$ cat config.mk
export PLATFORM = sky130hd
export DESIGN_NAME = tx_iq_buf_flat
export DESIGN_NICKNAME = d
export VERILOG_FILES = /design/src/rtl/tx_iq_buf_pkg.sv /design/src/rtl/tx_iq_buf_if.sv /design/src/rtl/tx_iq_fifo_mem.sv /design/src/rtl/tx_iq_buf.sv /design/src/flat_wrapper.sv
export SDC_FILE = /design/constraint.sdc
export NUM_CORES = 2
export LEC_CHECK = 0
export BUFFER_PORTS_ARGS = -buffer_cell sky130_fd_sc_hd__clkbuf_2
export CAP_MARGIN = 20
export CORE_ASPECT_RATIO = 0.8
export CORE_MARGIN = 4
export CORE_UTILIZATION = 45
export DETAILED_ROUTE_END_ITERATION = 7
export PLACE_DENSITY_LB_ADDON = 0.25
export REMOVE_ABC_BUFFERS = 1
export SYNTH_ARGS = -nofsm -noshare
export SYNTH_HDL_FRONTEND = slang
export SYNTH_SLANG_ARGS = --single-unit
$ cat constraint.sdc
create_clock -name clk -period 9.8 [get_ports clk]
set_input_delay 1.96 -clock clk [delete_from_list [all_inputs] [get_ports clk]]
set_output_delay 1.96 -clock clk [all_outputs]
set_load 0.02 [all_outputs]
$ cat src/rtl/tx_iq_buf_pkg.sv
// -----------------------------------------------------------------------------
// tx_iq_buf_pkg
// Shared definitions for the TX IQ sample buffer: FSM state encoding, sample
// and IQ word widths, port widths and the default FIFO geometry.
// -----------------------------------------------------------------------------
package tx_iq_buf_pkg;

   localparam int SAMPLE_W        = 16;            // one I or Q component
   localparam int IQ_W            = 32;            // stored word {i, q}
   localparam int LEVEL_W         = 7;             // fifo_level port width
   localparam int RATE_W          = 8;             // rate_div / rate counter width
   localparam int THRESH_W        = 7;             // prefill_thresh port width
   localparam int DEPTH_DEF       = 64;            // FIFO depth in IQ samples
   localparam int HOLD_MARGIN_DEF = 4;             // entries reserved for in-flight samples

   typedef enum logic [1:0] {
      ST_IDLE    = 2'd0,
      ST_PREFILL = 2'd1,
      ST_STREAM  = 2'd2
   } tx_state_e;

   // Packs one producer sample into a FIFO word, I in the upper half.
   function automatic logic [IQ_W-1:0] pack_iq(input logic [SAMPLE_W-1:0] i_val,
                                               input logic [SAMPLE_W-1:0] q_val);
      return {i_val, q_val};
   endfunction

endpackage

$ cat src/rtl/tx_iq_buf_if.sv
// -----------------------------------------------------------------------------
// tx_iq_buf_if
// Bundles the producer side (start/done/sample strobe/hold), the configuration
// inputs and the DAC/status side of tx_iq_buf.
//   master : driven by the producer / control logic
//   slave  : the buffer itself
// -----------------------------------------------------------------------------
interface tx_iq_buf_if;
   import tx_iq_buf_pkg::*;

   // producer side
   logic                       phy_tx_start;
   logic                       phy_tx_done;
   logic                       result_iq_valid;
   logic signed [SAMPLE_W-1:0] result_i;
   logic signed [SAMPLE_W-1:0] result_q;
   logic                       result_iq_hold;
   // configuration
   logic [RATE_W-1:0]          rate_div;
   logic [THRESH_W-1:0]        prefill_thresh;
   // DAC side and status
   logic                       dac_valid;
   logic [SAMPLE_W-1:0]        dac_i;
   logic [SAMPLE_W-1:0]        dac_q;
   logic [LEVEL_W-1:0]         fifo_level;
   logic                       underrun;
   logic                       overflow;
   logic                       tx_iq_done;

   modport master (
      output phy_tx_start, phy_tx_done, result_iq_valid, result_i, result_q,
             rate_div, prefill_thresh,
      input  result_iq_hold, dac_valid, dac_i, dac_q, fifo_level,
             underrun, overflow, tx_iq_done
   );

   modport slave (
      input  phy_tx_start, phy_tx_done, result_iq_valid, result_i, result_q,
             rate_div, prefill_thresh,
      output result_iq_hold, dac_valid, dac_i, dac_q, fifo_level,
             underrun, overflow, tx_iq_done
   );

endinterface

$ cat src/rtl/tx_iq_fifo_mem.sv
// -----------------------------------------------------------------------------
// tx_iq_fifo_mem
// Simple dual-port sample storage: one synchronous write port and one read
// port whose data is registered.
// Ports:
//   clk, rst_n          clock, asynchronous active-low reset (read register only)
//   wr_en_i/addr/data   write port
//   rd_en_i, rd_addr_i  read request; data appears on rd_data_o next clock
//   rd_clr_i            loads zero into the read register (starved DAC tick)
//   rd_data_o           registered read data
// -----------------------------------------------------------------------------
module tx_iq_fifo_mem
   import tx_iq_buf_pkg::*;
#(
   parameter int DEPTH = DEPTH_DEF,
   parameter int AW    = $clog2(DEPTH)
) (
   input  logic            clk,
   input  logic            rst_n,
   input  logic            wr_en_i,
   input  logic [AW-1:0]   wr_addr_i,
   input  logic [IQ_W-1:0] wr_data_i,
   input  logic            rd_en_i,
   input  logic            rd_clr_i,
   input  logic [AW-1:0]   rd_addr_i,
   output logic [IQ_W-1:0] rd_data_o
);

   logic [IQ_W-1:0] mem_q [DEPTH];
   logic [IQ_W-1:0] rd_data_q;

   // Storage array write; contents are not reset, occupancy is tracked outside.
   always_ff @(posedge clk) begin
      if (wr_en_i) begin
         mem_q[wr_addr_i] <= wr_data_i;
      end
   end

   // Registered read port; a clear takes priority so a starved tick outputs zero.
   always_ff @(posedge clk or negedge rst_n) begin
      if (!rst_n) begin
         rd_data_q <= {IQ_W{1'b0}};
      end else if (rd_clr_i) begin
         rd_data_q <= {IQ_W{1'b0}};
      end else if (rd_en_i) begin
         rd_data_q <= mem_q[rd_addr_i];
      end
   end

   assign rd_data_o = rd_data_q;

endmodule

$ cat src/rtl/tx_iq_buf.sv
// -----------------------------------------------------------------------------
// tx_iq_buf
// Elastic buffer between an IQ sample producer and a DAC running at a
// programmable sample rate. Samples are prefilled up to a threshold, then
// streamed out one per rate tick; underrun/overflow are flagged (sticky) and
// backpressure is raised when only HOLD_MARGIN free entries remain.
// Ports:
//   clk            single clock
//   phy_tx_arestn  asynchronous active-low reset
//   bus            tx_iq_buf_if.slave: producer strobes/data, hold, rate_div,
//                  prefill_thresh, DAC strobe/data, fifo_level, flags, done
// -----------------------------------------------------------------------------
module tx_iq_buf
   import tx_iq_buf_pkg::*;
#(
   parameter int DEPTH       = DEPTH_DEF,
   parameter int HOLD_MARGIN = HOLD_MARGIN_DEF
) (
   input  logic        clk,
   input  logic        phy_tx_arestn,
   tx_iq_buf_if.slave  bus
);

   localparam int            AW       = $clog2(DEPTH);
   localparam int            LW       = $clog2(DEPTH + 1);
   localparam logic [LW-1:0] FULL_LVL = LW'(DEPTH);
   localparam logic [LW-1:0] HOLD_LVL = LW'(DEPTH - HOLD_MARGIN);

   tx_state_e         state_q, state_d;
   logic [AW-1:0]     wr_ptr_q, wr_ptr_d;
   logic [AW-1:0]     rd_ptr_q, rd_ptr_d;
   logic [LW-1:0]     level_q, level_d;
   logic [RATE_W-1:0] rate_cnt_q, rate_cnt_d;
   logic [RATE_W-1:0] rate_max_s;
   logic              done_seen_q, done_seen_d;
   logic              underrun_q, underrun_d;
   logic              overflow_q, overflow_d;
   logic              hold_q, hold_d;
   logic              dac_valid_q, dac_valid_d;
   logic              tx_done_q, tx_done_d;
   logic              full_s, empty_s, tick_s;
   logic              wr_en_s, rd_en_s, starve_s;
   logic [IQ_W-1:0]   rd_data_s;

   // Datapath strobes plus pointer, level, hold and DAC-strobe next state.
   always_comb begin
      // rate_div of 0 and 1 both mean one sample per clock
      rate_max_s = (bus.rate_div <= 8'd1) ? 8'd1 : bus.rate_div;
      full_s     = (level_q == FULL_LVL);
      empty_s    = (level_q == {LW{1'b0}});
      // The counter sits at 0 right after each wrap; that cycle is the tick.
      tick_s     = (state_q == ST_STREAM) && (rate_cnt_q == 8'd0);
      wr_en_s    = bus.result_iq_valid && !full_s;
      rd_en_s    = tick_s && !empty_s;
      // Starved tick mid-packet: emit a zero sample. After done it is just the end.
      starve_s   = tick_s && empty_s && !done_seen_q;

      wr_ptr_d = wr_en_s ? (wr_ptr_q + AW'(1)) : wr_ptr_q;
      rd_ptr_d = rd_en_s ? (rd_ptr_q + AW'(1)) : rd_ptr_q;

      case ({wr_en_s, rd_en_s})
         2'b10:   level_d = level_q + LW'(1);
         2'b01:   level_d = level_q - LW'(1);
         default: level_d = level_q;
      endcase

      hold_d      = (level_q >= HOLD_LVL);
      dac_valid_d = rd_en_s || starve_s;
   end

   // Packet FSM, rate counter and sticky status flags.
   always_comb begin
      state_d     = state_q;
      rate_cnt_d  = rate_cnt_q;
      done_seen_d = done_seen_q;
      underrun_d  = underrun_q;
      overflow_d  = overflow_q || (bus.result_iq_valid && full_s);
      tx_done_d   = 1'b0;

      case (state_q)
         ST_IDLE: begin
            if (bus.phy_tx_start) begin
               state_d     = ST_PREFILL;
               underrun_d  = 1'b0;
               overflow_d  = 1'b0;
               done_seen_d = 1'b0;
            end else begin
               state_d = ST_IDLE;
            end
         end
         ST_PREFILL: begin
            if (bus.phy_tx_done) begin
               done_seen_d = 1'b1;
            end else begin
               done_seen_d = done_seen_q;
            end
            // A packet shorter than the threshold is released by done.
            if ((32'(level_q) >= 32'(bus.prefill_thresh)) || done_seen_q) begin
               state_d    = ST_STREAM;
               rate_cnt_d = 8'd0;
            end else begin
               state_d = ST_PREFILL;
            end
         end
         ST_STREAM: begin
            if (bus.phy_tx_done) begin
               done_seen_d = 1'b1;
            end else begin
               done_seen_d = done_seen_q;
            end
            // >= guards against rate_div being lowered mid-packet
            if (rate_cnt_q >= (rate_max_s - 8'd1)) begin
               rate_cnt_d = 8'd0;
            end else begin
               rate_cnt_d = rate_cnt_q + 8'd1;
            end
            if (starve_s) begin
               underrun_d = 1'b1;
            end else begin
               underrun_d = underrun_q;
            end
            // Empty after done: the final sample left on an earlier tick, so the
            // done pulse lands one clock after the last dac_valid.
            if (done_seen_q && empty_s) begin
               state_d    = ST_IDLE;
               tx_done_d  = 1'b1;
               rate_cnt_d = 8'd0;
            end else begin
               state_d = ST_STREAM;
            end
         end
         default: begin
            state_d = ST_IDLE;
         end
      endcase
   end

   // State, pointer, level and output registers.
   always_ff @(posedge clk or negedge phy_tx_arestn) begin
      if (!phy_tx_arestn) begin
         state_q     <= ST_IDLE;
         wr_ptr_q    <= {AW{1'b0}};
         rd_ptr_q    <= {AW{1'b0}};
         level_q     <= {LW{1'b0}};
         rate_cnt_q  <= 8'd0;
         done_seen_q <= 1'b0;
         underrun_q  <= 1'b0;
         overflow_q  <= 1'b0;
         hold_q      <= 1'b0;
         dac_valid_q <= 1'b0;
         tx_done_q   <= 1'b0;
      end else begin
         state_q     <= state_d;
         wr_ptr_q    <= wr_ptr_d;
         rd_ptr_q    <= rd_ptr_d;
         level_q     <= level_d;
         rate_cnt_q  <= rate_cnt_d;
         done_seen_q <= done_seen_d;
         underrun_q  <= underrun_d;
         overflow_q  <= overflow_d;
         hold_q      <= hold_d;
         dac_valid_q <= dac_valid_d;
         tx_done_q   <= tx_done_d;
      end
   end

   tx_iq_fifo_mem #(
      .DEPTH (DEPTH)
   ) u_mem (
      .clk       (clk),
      .rst_n     (phy_tx_arestn),
      .wr_en_i   (wr_en_s),
      .wr_addr_i (wr_ptr_q),
      .wr_data_i (pack_iq(bus.result_i, bus.result_q)),
      .rd_en_i   (rd_en_s),
      .rd_clr_i  (starve_s),
      .rd_addr_i (rd_ptr_q),
      .rd_data_o (rd_data_s)
   );

   assign bus.result_iq_hold = hold_q;
   assign bus.dac_valid      = dac_valid_q;
   assign bus.dac_i          = rd_data_s[IQ_W-1:SAMPLE_W];
   assign bus.dac_q          = rd_data_s[SAMPLE_W-1:0];
   assign bus.fifo_level     = LEVEL_W'(level_q);
   assign bus.underrun       = underrun_q;
   assign bus.overflow       = overflow_q;
   assign bus.tx_iq_done     = tx_done_q;

endmodule

$ cat src/flat_wrapper.sv
// flat-port wrapper written by rule: the top's interface ports become plain ports
module tx_iq_buf_flat import tx_iq_buf_pkg::*;
#(
   parameter int DEPTH       = DEPTH_DEF,
   parameter int HOLD_MARGIN = HOLD_MARGIN_DEF
)
  (clk, phy_tx_arestn, bus_phy_tx_start, bus_phy_tx_done, bus_result_iq_valid, bus_result_i, bus_result_q, bus_rate_div, bus_prefill_thresh, bus_result_iq_hold, bus_dac_valid, bus_dac_i, bus_dac_q, bus_fifo_level, bus_underrun, bus_overflow, bus_tx_iq_done);
  tx_iq_buf_if bus_i ();
  input  logic clk;
  input  logic phy_tx_arestn;
  input wire logic [$bits(bus_i.phy_tx_start)-1:0] bus_phy_tx_start;
  input wire logic [$bits(bus_i.phy_tx_done)-1:0] bus_phy_tx_done;
  input wire logic [$bits(bus_i.result_iq_valid)-1:0] bus_result_iq_valid;
  input wire logic [$bits(bus_i.result_i)-1:0] bus_result_i;
  input wire logic [$bits(bus_i.result_q)-1:0] bus_result_q;
  input wire logic [$bits(bus_i.rate_div)-1:0] bus_rate_div;
  input wire logic [$bits(bus_i.prefill_thresh)-1:0] bus_prefill_thresh;
  output wire logic [$bits(bus_i.result_iq_hold)-1:0] bus_result_iq_hold;
  output wire logic [$bits(bus_i.dac_valid)-1:0] bus_dac_valid;
  output wire logic [$bits(bus_i.dac_i)-1:0] bus_dac_i;
  output wire logic [$bits(bus_i.dac_q)-1:0] bus_dac_q;
  output wire logic [$bits(bus_i.fifo_level)-1:0] bus_fifo_level;
  output wire logic [$bits(bus_i.underrun)-1:0] bus_underrun;
  output wire logic [$bits(bus_i.overflow)-1:0] bus_overflow;
  output wire logic [$bits(bus_i.tx_iq_done)-1:0] bus_tx_iq_done;
  assign bus_i.phy_tx_start = bus_phy_tx_start;
  assign bus_i.phy_tx_done = bus_phy_tx_done;
  assign bus_i.result_iq_valid = bus_result_iq_valid;
  assign bus_i.result_i = bus_result_i;
  assign bus_i.result_q = bus_result_q;
  assign bus_i.rate_div = bus_rate_div;
  assign bus_i.prefill_thresh = bus_prefill_thresh;
  assign bus_result_iq_hold = bus_i.result_iq_hold;
  assign bus_dac_valid = bus_i.dac_valid;
  assign bus_dac_i = bus_i.dac_i;
  assign bus_dac_q = bus_i.dac_q;
  assign bus_fifo_level = bus_i.fifo_level;
  assign bus_underrun = bus_i.underrun;
  assign bus_overflow = bus_i.overflow;
  assign bus_tx_iq_done = bus_i.tx_iq_done;
  tx_iq_buf #(.DEPTH(DEPTH), .HOLD_MARGIN(HOLD_MARGIN)) u_core (.clk(clk), .phy_tx_arestn(phy_tx_arestn), .bus(bus_i));
endmodule
# After elaboration in Yosys (flattened, before gate mapping)
# Memory sizes are Yosys's and may differ from the RTL's.
# Index checks and enable logic that the tools add are counted.
word_totals:
  word_cells: 80
  out_inout_bits: 44
  mem_count: 1
  regBits: 67
  ram_bits: 2048
op_classes:
  add_sub_neg: 6
  n_mux: 23
  n_eq_ne: 9
  n_lt_le_gt_ge: 4
  reduce_logical: 25
mem_list:
  columns: ["name", "words", "width", "rd", "rd_clocked_by_memory_dff", "write_ports", "line_no", "rtl"]
  rows:
  - ["u_core.u_mem.mem_q", 64, 32, 1, 0, 1, "tx_iq_fifo_mem.sv:29", "logic [IQ_W-1:0] mem_q [DEPTH];"]
op_table:
  columns: ["operator", "n"]
  rows:
  - ["32-bit two-way mux", 2]
  - ["8-bit two-way mux", 4]
  - ["8-bit one-hot mux with 2 select lines", 1]
  - ["7-bit one-hot mux with 2 select lines", 1]
  - ["6-bit by 1-bit adder with 6-bit output (second input constant)", 2]
  - ["1-bit two-way mux", 10]
  - ["2-bit nonzero test", 5]
  - ["8-bit by 1-bit adder with 8-bit output (second input constant)", 1]
  - ["8-bit >= comparator", 1]
  - ["8-bit by 1-bit less-or-equal comparator with 1-bit output (second input constant)", 1]
  - ["8-bit logical NOT", 1]
  - ["8-bit by 1-bit subtractor with 8-bit output (second input constant)", 1]
  - ["7-bit by 1-bit adder with 7-bit output (second input constant)", 1]
  - ["7-bit equality test (second input constant)", 1]
  - ["7-bit by 6-bit >= comparator with 1-bit output (second input constant)", 1]
  - ["7-bit >= comparator", 1]
  - ["1-bit logical AND", 7]
  - ["7-bit logical NOT", 1]
  - ["7-bit by 1-bit subtractor with 7-bit output (second input constant)", 1]
  - ["2-bit by 1-bit != test with 1-bit output (second input constant)", 3]
  - ["2-bit one-hot mux with 3 select lines", 1]
  - ["3-bit AND reduction", 2]
  - ["2-bit by 1-bit equality test with 1-bit output (second input constant)", 2]
  - ["2-bit equality test (second input constant)", 2]
  - ["8 further kinds", 14]

# Depth between registers and ports, before layout
depth:
  ltp_word: 7
  depth_mapped: 13
  mapped_depth_nobuf: 13

# Cells and area by module
# From an unflattened synthesis, not the netlist that was laid out.
unflattened:
  cells_unflattened: 3670
  area_unflattened_um2: 81790.9
by_module_without_submodules:
  columns: ["module", "area_per_inst_um2", "seq_area_each_um2", "cells_per_inst", "n_inst"]
  rows:
  - ["tx_iq_fifo_mem", 79460.0, 62299.8, 3432, 1]
  - ["tx_iq_buf", 2331.0, 875.8, 238, 1]

# Worst setup path before layout
# Ideal clock, no wire load.
synth_path:
  path_type: "input-to-reg"
  startpoint: "input port bus_result_iq_valid"
  endpoint: "memory u_core.u_mem.mem_q[59][0], enable pin"
  t_arrival_ns: 4.357
  required_ns: 9.379
  stages: 4
  setup_time_ns: 0.421
  setup_slack_ns: 5.022
  path_cell_list: "a21boi_1 -> nor2b_1 -> nand3_1 -> nor2_1"
synth_between:
  elab_chain_len: 3
synth_rtl:
  columns: ["item", "line_no", "rtl"]
  rows:
  - ["start, declared", "flat_wrapper.sv:13", "input wire logic [$bits(bus_i.result_iq_valid)-1:0] bus_result_iq_valid;"]
  - ["1-bit logical AND", "tx_iq_buf.sv:53", "wr_en_s = bus.result_iq_valid && !full_s;"]
  - ["1-bit two-way mux", "tx_iq_fifo_mem.sv:34", "if (wr_en_i) begin"]
  - ["1-bit two-way mux (not written as such)", "tx_iq_fifo_mem.sv:35", "mem_q[wr_addr_i] <= wr_data_i;"]
  - ["end, declared", "tx_iq_fifo_mem.sv:29", null]
# Every way passes these cells.

# Worst setup path in the final report
layout_path:
  startpoint: "register u_core.rd_ptr_q[2]"
  endpoint: "register u_core.u_mem.rd_data_q[22], in the netlist u_core.u_mem.rd_data_o[22]"
layout_between:
  elab_chain_len: 3
layout_rtl:
  columns: ["item", "line_no", "rtl"]
  rows:
  - ["start, declared", "tx_iq_buf.sv:31", "logic [AW-1:0] rd_ptr_q, rd_ptr_d;"]
  - ["start signal, assigned", "tx_iq_buf.sv:143", "rd_ptr_q <= {AW{1'b0}};"]
  - ["start signal, assigned", "tx_iq_buf.sv:155", "rd_ptr_q <= rd_ptr_d;"]
  - ["memory read 64 x 32 bit", null, null]
  - ["32-bit two-way mux", "tx_iq_fifo_mem.sv:45", "end else if (rd_en_i) begin"]
  - ["32-bit two-way mux", "tx_iq_fifo_mem.sv:43", "end else if (rd_clr_i) begin"]
  - ["end signal, assigned", "tx_iq_fifo_mem.sv:42", "rd_data_q <= {IQ_W{1'b0}};"]
  - ["end signal, assigned", "tx_iq_fifo_mem.sv:44", "rd_data_q <= {IQ_W{1'b0}};"]
  - ["end signal, assigned", "tx_iq_fifo_mem.sv:46", "rd_data_q <= mem_q[rd_addr_i];"]
  - ["end, declared", "tx_iq_fifo_mem.sv:30", "logic [IQ_W-1:0] rd_data_q;"]
# Every way passes these cells. The select of a mux whose other input is x is not followed.
# A chain may end at the register's enable or synchronous reset.

==> out/metrics.yaml <==
critPathArrivalTime_ns: 5.18
drtAntennaViolNets: 0
fin_util: 0.515
clock_path_buffers: 3
wl_per_cell_um: 33.6
dpl.cell_count: 6241
worst_pin_slew_ns: 1.12
cts.clk_slew.worst_paths_ns: 0.06
hold_depth: 1
intPower_w: 0.0175
drcViolationCount: 0
reg2reg_depth: 9
clock_latency_ns: 0.85
vias: 41100
crit_fanout: 50
ys_ff_latch: 2115
critical_path_class: "reg -> reg"
viasPerCell: 6.20
slew_headroom: 0.253
synth_common_cells: "2048 x edfxtp_1, 427 x mux4_2, 281 x mux2i_1"
path_common_cell: "buf_4"
yosys.area.top_type: "edfxtp_1"
initial_core_util: 0.454
ff_latch_area_um2: 63200
grt_max_degree: 100
synth_top_area_share: 0.752
synth-edff-count: 2048
num-fill-cells: 14000
finalHoldViolCount: 0
period_needed_ns: 4.48
cp.required_ns: 10.51
h-tree-depth: 4
ios: 96
tns_ns: 0
grt_pass1_wl_mm: 313
max_freq_mhz: 223
cts_tree: "built"
layout-drive-gt1-share: 0.259
cts-buffers-inserted: 200
yosysUniqueCellTypes: 71
setup_violations: 0
fin_cells: 6625
skew_ns: 0.0354
nNetsFinal: 4134
p_sw_frac: 0.318
holdBufCountCts: 0
cts_sinks: 2115
std_cell_rows: 139
overflow: 0
gp_congestion: 0.811
rr_startpoint: "u_core.rd_ptr_q[2]$_DFFE_PN0P_"
drv_cap: 0
slew_violations: 0
pwr-share-comb: 0.279
cts-root-buf: "clkbuf_16"
cts_resized: 0
worstHoldStart: "u_core.bus.fifo_level[0]$_DFFE_PN0P_"
core_um2: 180000
antenna_found_initial: 15
peakVddDrop_mv: 0.253
syn_inst: 3792
dieArea_um2: 189000
grt_pass1_vias: 39300
switchingPower_w: 0.00814
io_buffers: 95
cts_setup_buffers: 0
dieHeight_um: 389
slowest_delay_ns: 0.99
multiInputGateArea_um2: 17900
rrSetupSlack_ns: 5.32
p_leak_nw: 29.7
whs_endpoint: "u_core.bus.fifo_level[0]$_DFFE_PN0P_"
grt_usage: 0.235
firstDrtPassIters: 8
start_kind: "flip-flop"
cp-end-kind: "flip-flop"
syn-cell-area_um2: 81800
synthFlopType: "edfxtp_1"
synth-warning-count: 0
drtIter0Drc: 5773
async_flop_share: 0.0317
p_per_area_nw_per_um2: 276
finalCritPeriodShare: 0.457
synth.avg_cell_area_um2: 21.6
hpwl_mm: 128
fp.dieW_um: 485
pwr-share-clk: 0.301
slowest_stage: "dfrtp_4"
synth_area_leaders: "edfxtp_1 75%, mux4_2 12%, mux2i_1 3.4%"
hold_path.class: "reg -> reg"
placed_cell_area_um2: 86000
r2r-end: "u_core.u_mem.rd_data_o[22]$_DFFE_PN0P_"
routed_wl_mm: 223
yosysMostFrequentCell: "edfxtp_1"
seqPwrFrac: 0.420
seq_area_frac_synth: 0.772
final_area_um2: 92600
grt_setup_unrepaired: "false"
outcome: "finished, final reports clean"
syn_to_final_growth_pct: 13.2
path_cells: "buf_4 > buf_4 > mux4_2 > mux2i_1 > nor2_1 > a2111oi_1 > buf_4 > a2111oi_1 > a221o_1"
stage by stage:
step / total power [W] / hold WS (ns) / setup WS, ns
floorplan: 0.0161 / 0.536 / -14.00
detailed placement: 0.0181 / 0.557 / 4.78
CTS: 0.0258 / 0.572 / 5.24
global placement: 0.0181 / 0.535 / 4.77
global route: 0.0265 / 0.586 / 4.95
finish: 0.0256 / 0.582 / 5.32
area by class of cell:
type                       count  area share
sequential                  2115       0.682
inverter                      25     0.00101
clock buffer                 280      0.0596
clock inverter                95      0.0108
tap                         2397      0.0324
multi-input combinational   1452       0.193
antenna                        4    0.000108
timing repair buffer         257      0.0210
how the worst max path moves through the flow:
stage | start | to | slack, ns | depth (start not counted)
after CTS | u_core.rd_ptr_q[2]$_DFFE_PN0P_ | u_core.u_mem.rd_data_o[22]$_DFFE_PN0P_ | 5.24 | 9
final | u_core.rd_ptr_q[2]$_DFFE_PN0P_ | u_core.u_mem.rd_data_o[22]$_DFFE_PN0P_ | 5.32 | 9
after global routing | u_core.rd_ptr_q[0]$_DFFE_PN0P_ | u_core.u_mem.rd_data_o[15]$_DFFE_PN0P_ | 4.95 | 8
after detailed placement | bus_result_iq_valid | u_core.u_mem.mem_q[16][12]$_DFFE_PP_ | 4.78 | 6
after global placement | bus_result_iq_valid | u_core.u_mem.mem_q[8][12]$_DFFE_PP_ | 4.77 | 6
after floorplan | u_core.rd_ptr_q[0]$_DFFE_PN0P_ | u_core.u_mem.rd_data_o[27]$_DFFE_PN0P_ | -14.00 | 6
worst max-delay path: cells and delay by family, from the launching register on:
family                 cells  cell delay [ns]
buffers and inverters      3             1.33
DFF                        1             0.99
muxes                      2             0.90
AOI/OAI and AO/OA          3             0.83
and+or+nand+nor            1             0.17
power by group through the flow:
stage / sequential [W] / combinational [W] / clock (W)
global route: 0.0108 / 0.00753 / 0.00824
floorplan: 0.0114 / 0.00474 / 0
detailed placement: 0.0109 / 0.00717 / 0
finish: 0.0107 / 0.00715 / 0.00771
global placement: 0.0109 / 0.00714 / 0
CTS: 0.0107 / 0.00719 / 0.00782
cells in the final DEF (no fill, tap or decap), drive strengths merged, types with 12 or more instances in the layout:
cell type and count:
a2111oi 36, a211oi 26, dfrtp 67, a221o 19
o22ai 76, a21oi 60, nor2 126, a22o 12
nor3 22, clkbuf 352, nor2b 17, inv 32
nand3 24, edfxtp 2048, o221ai 26, a22oi 44
mux2i 281, bufinv 15, o21ai 47, nand2 49
mux4 427, ha 30, buf 185, clkinv 69
layer usage:
layer | part of all wire | global-route usage | wire length [µm] | up-vias
met1 | 0.43 | 0.365 | 96200 | 22100
met3 | 0.11 | 0.0583 | 24400 | 271
met4 | 0.020 | 0.0505 | 4540 | 2
li1 | - | - | - | 16500
met5 | 0.000058 | 0 | 13 | -
met2 | 0.44 | 0.337 | 97600 | 2224
registers in the layout, summed over array words and instances, names as in the netlist, 2 cells and up:
register and cells:
u_core.bus.fifo_level 7, u_core.state_q 2, u_core.rate_cnt_q 8, u_core.wr_ptr_q 6
u_core.u_mem.rd_data_o 32, u_core.rd_ptr_q 6, u_core.u_mem.mem_q 2048
logic make-up after synthesis:
group,count (synthesis),synth area share
fa+ha+maj,31,0.00483
simple gates,295,0.0174
mux,717,0.153
xor+xnor,18,0.00193
compound gates,391,0.0336
buf+inv,225,0.0166
flops,2115,0.772
(Power assumes the default switching activity.)
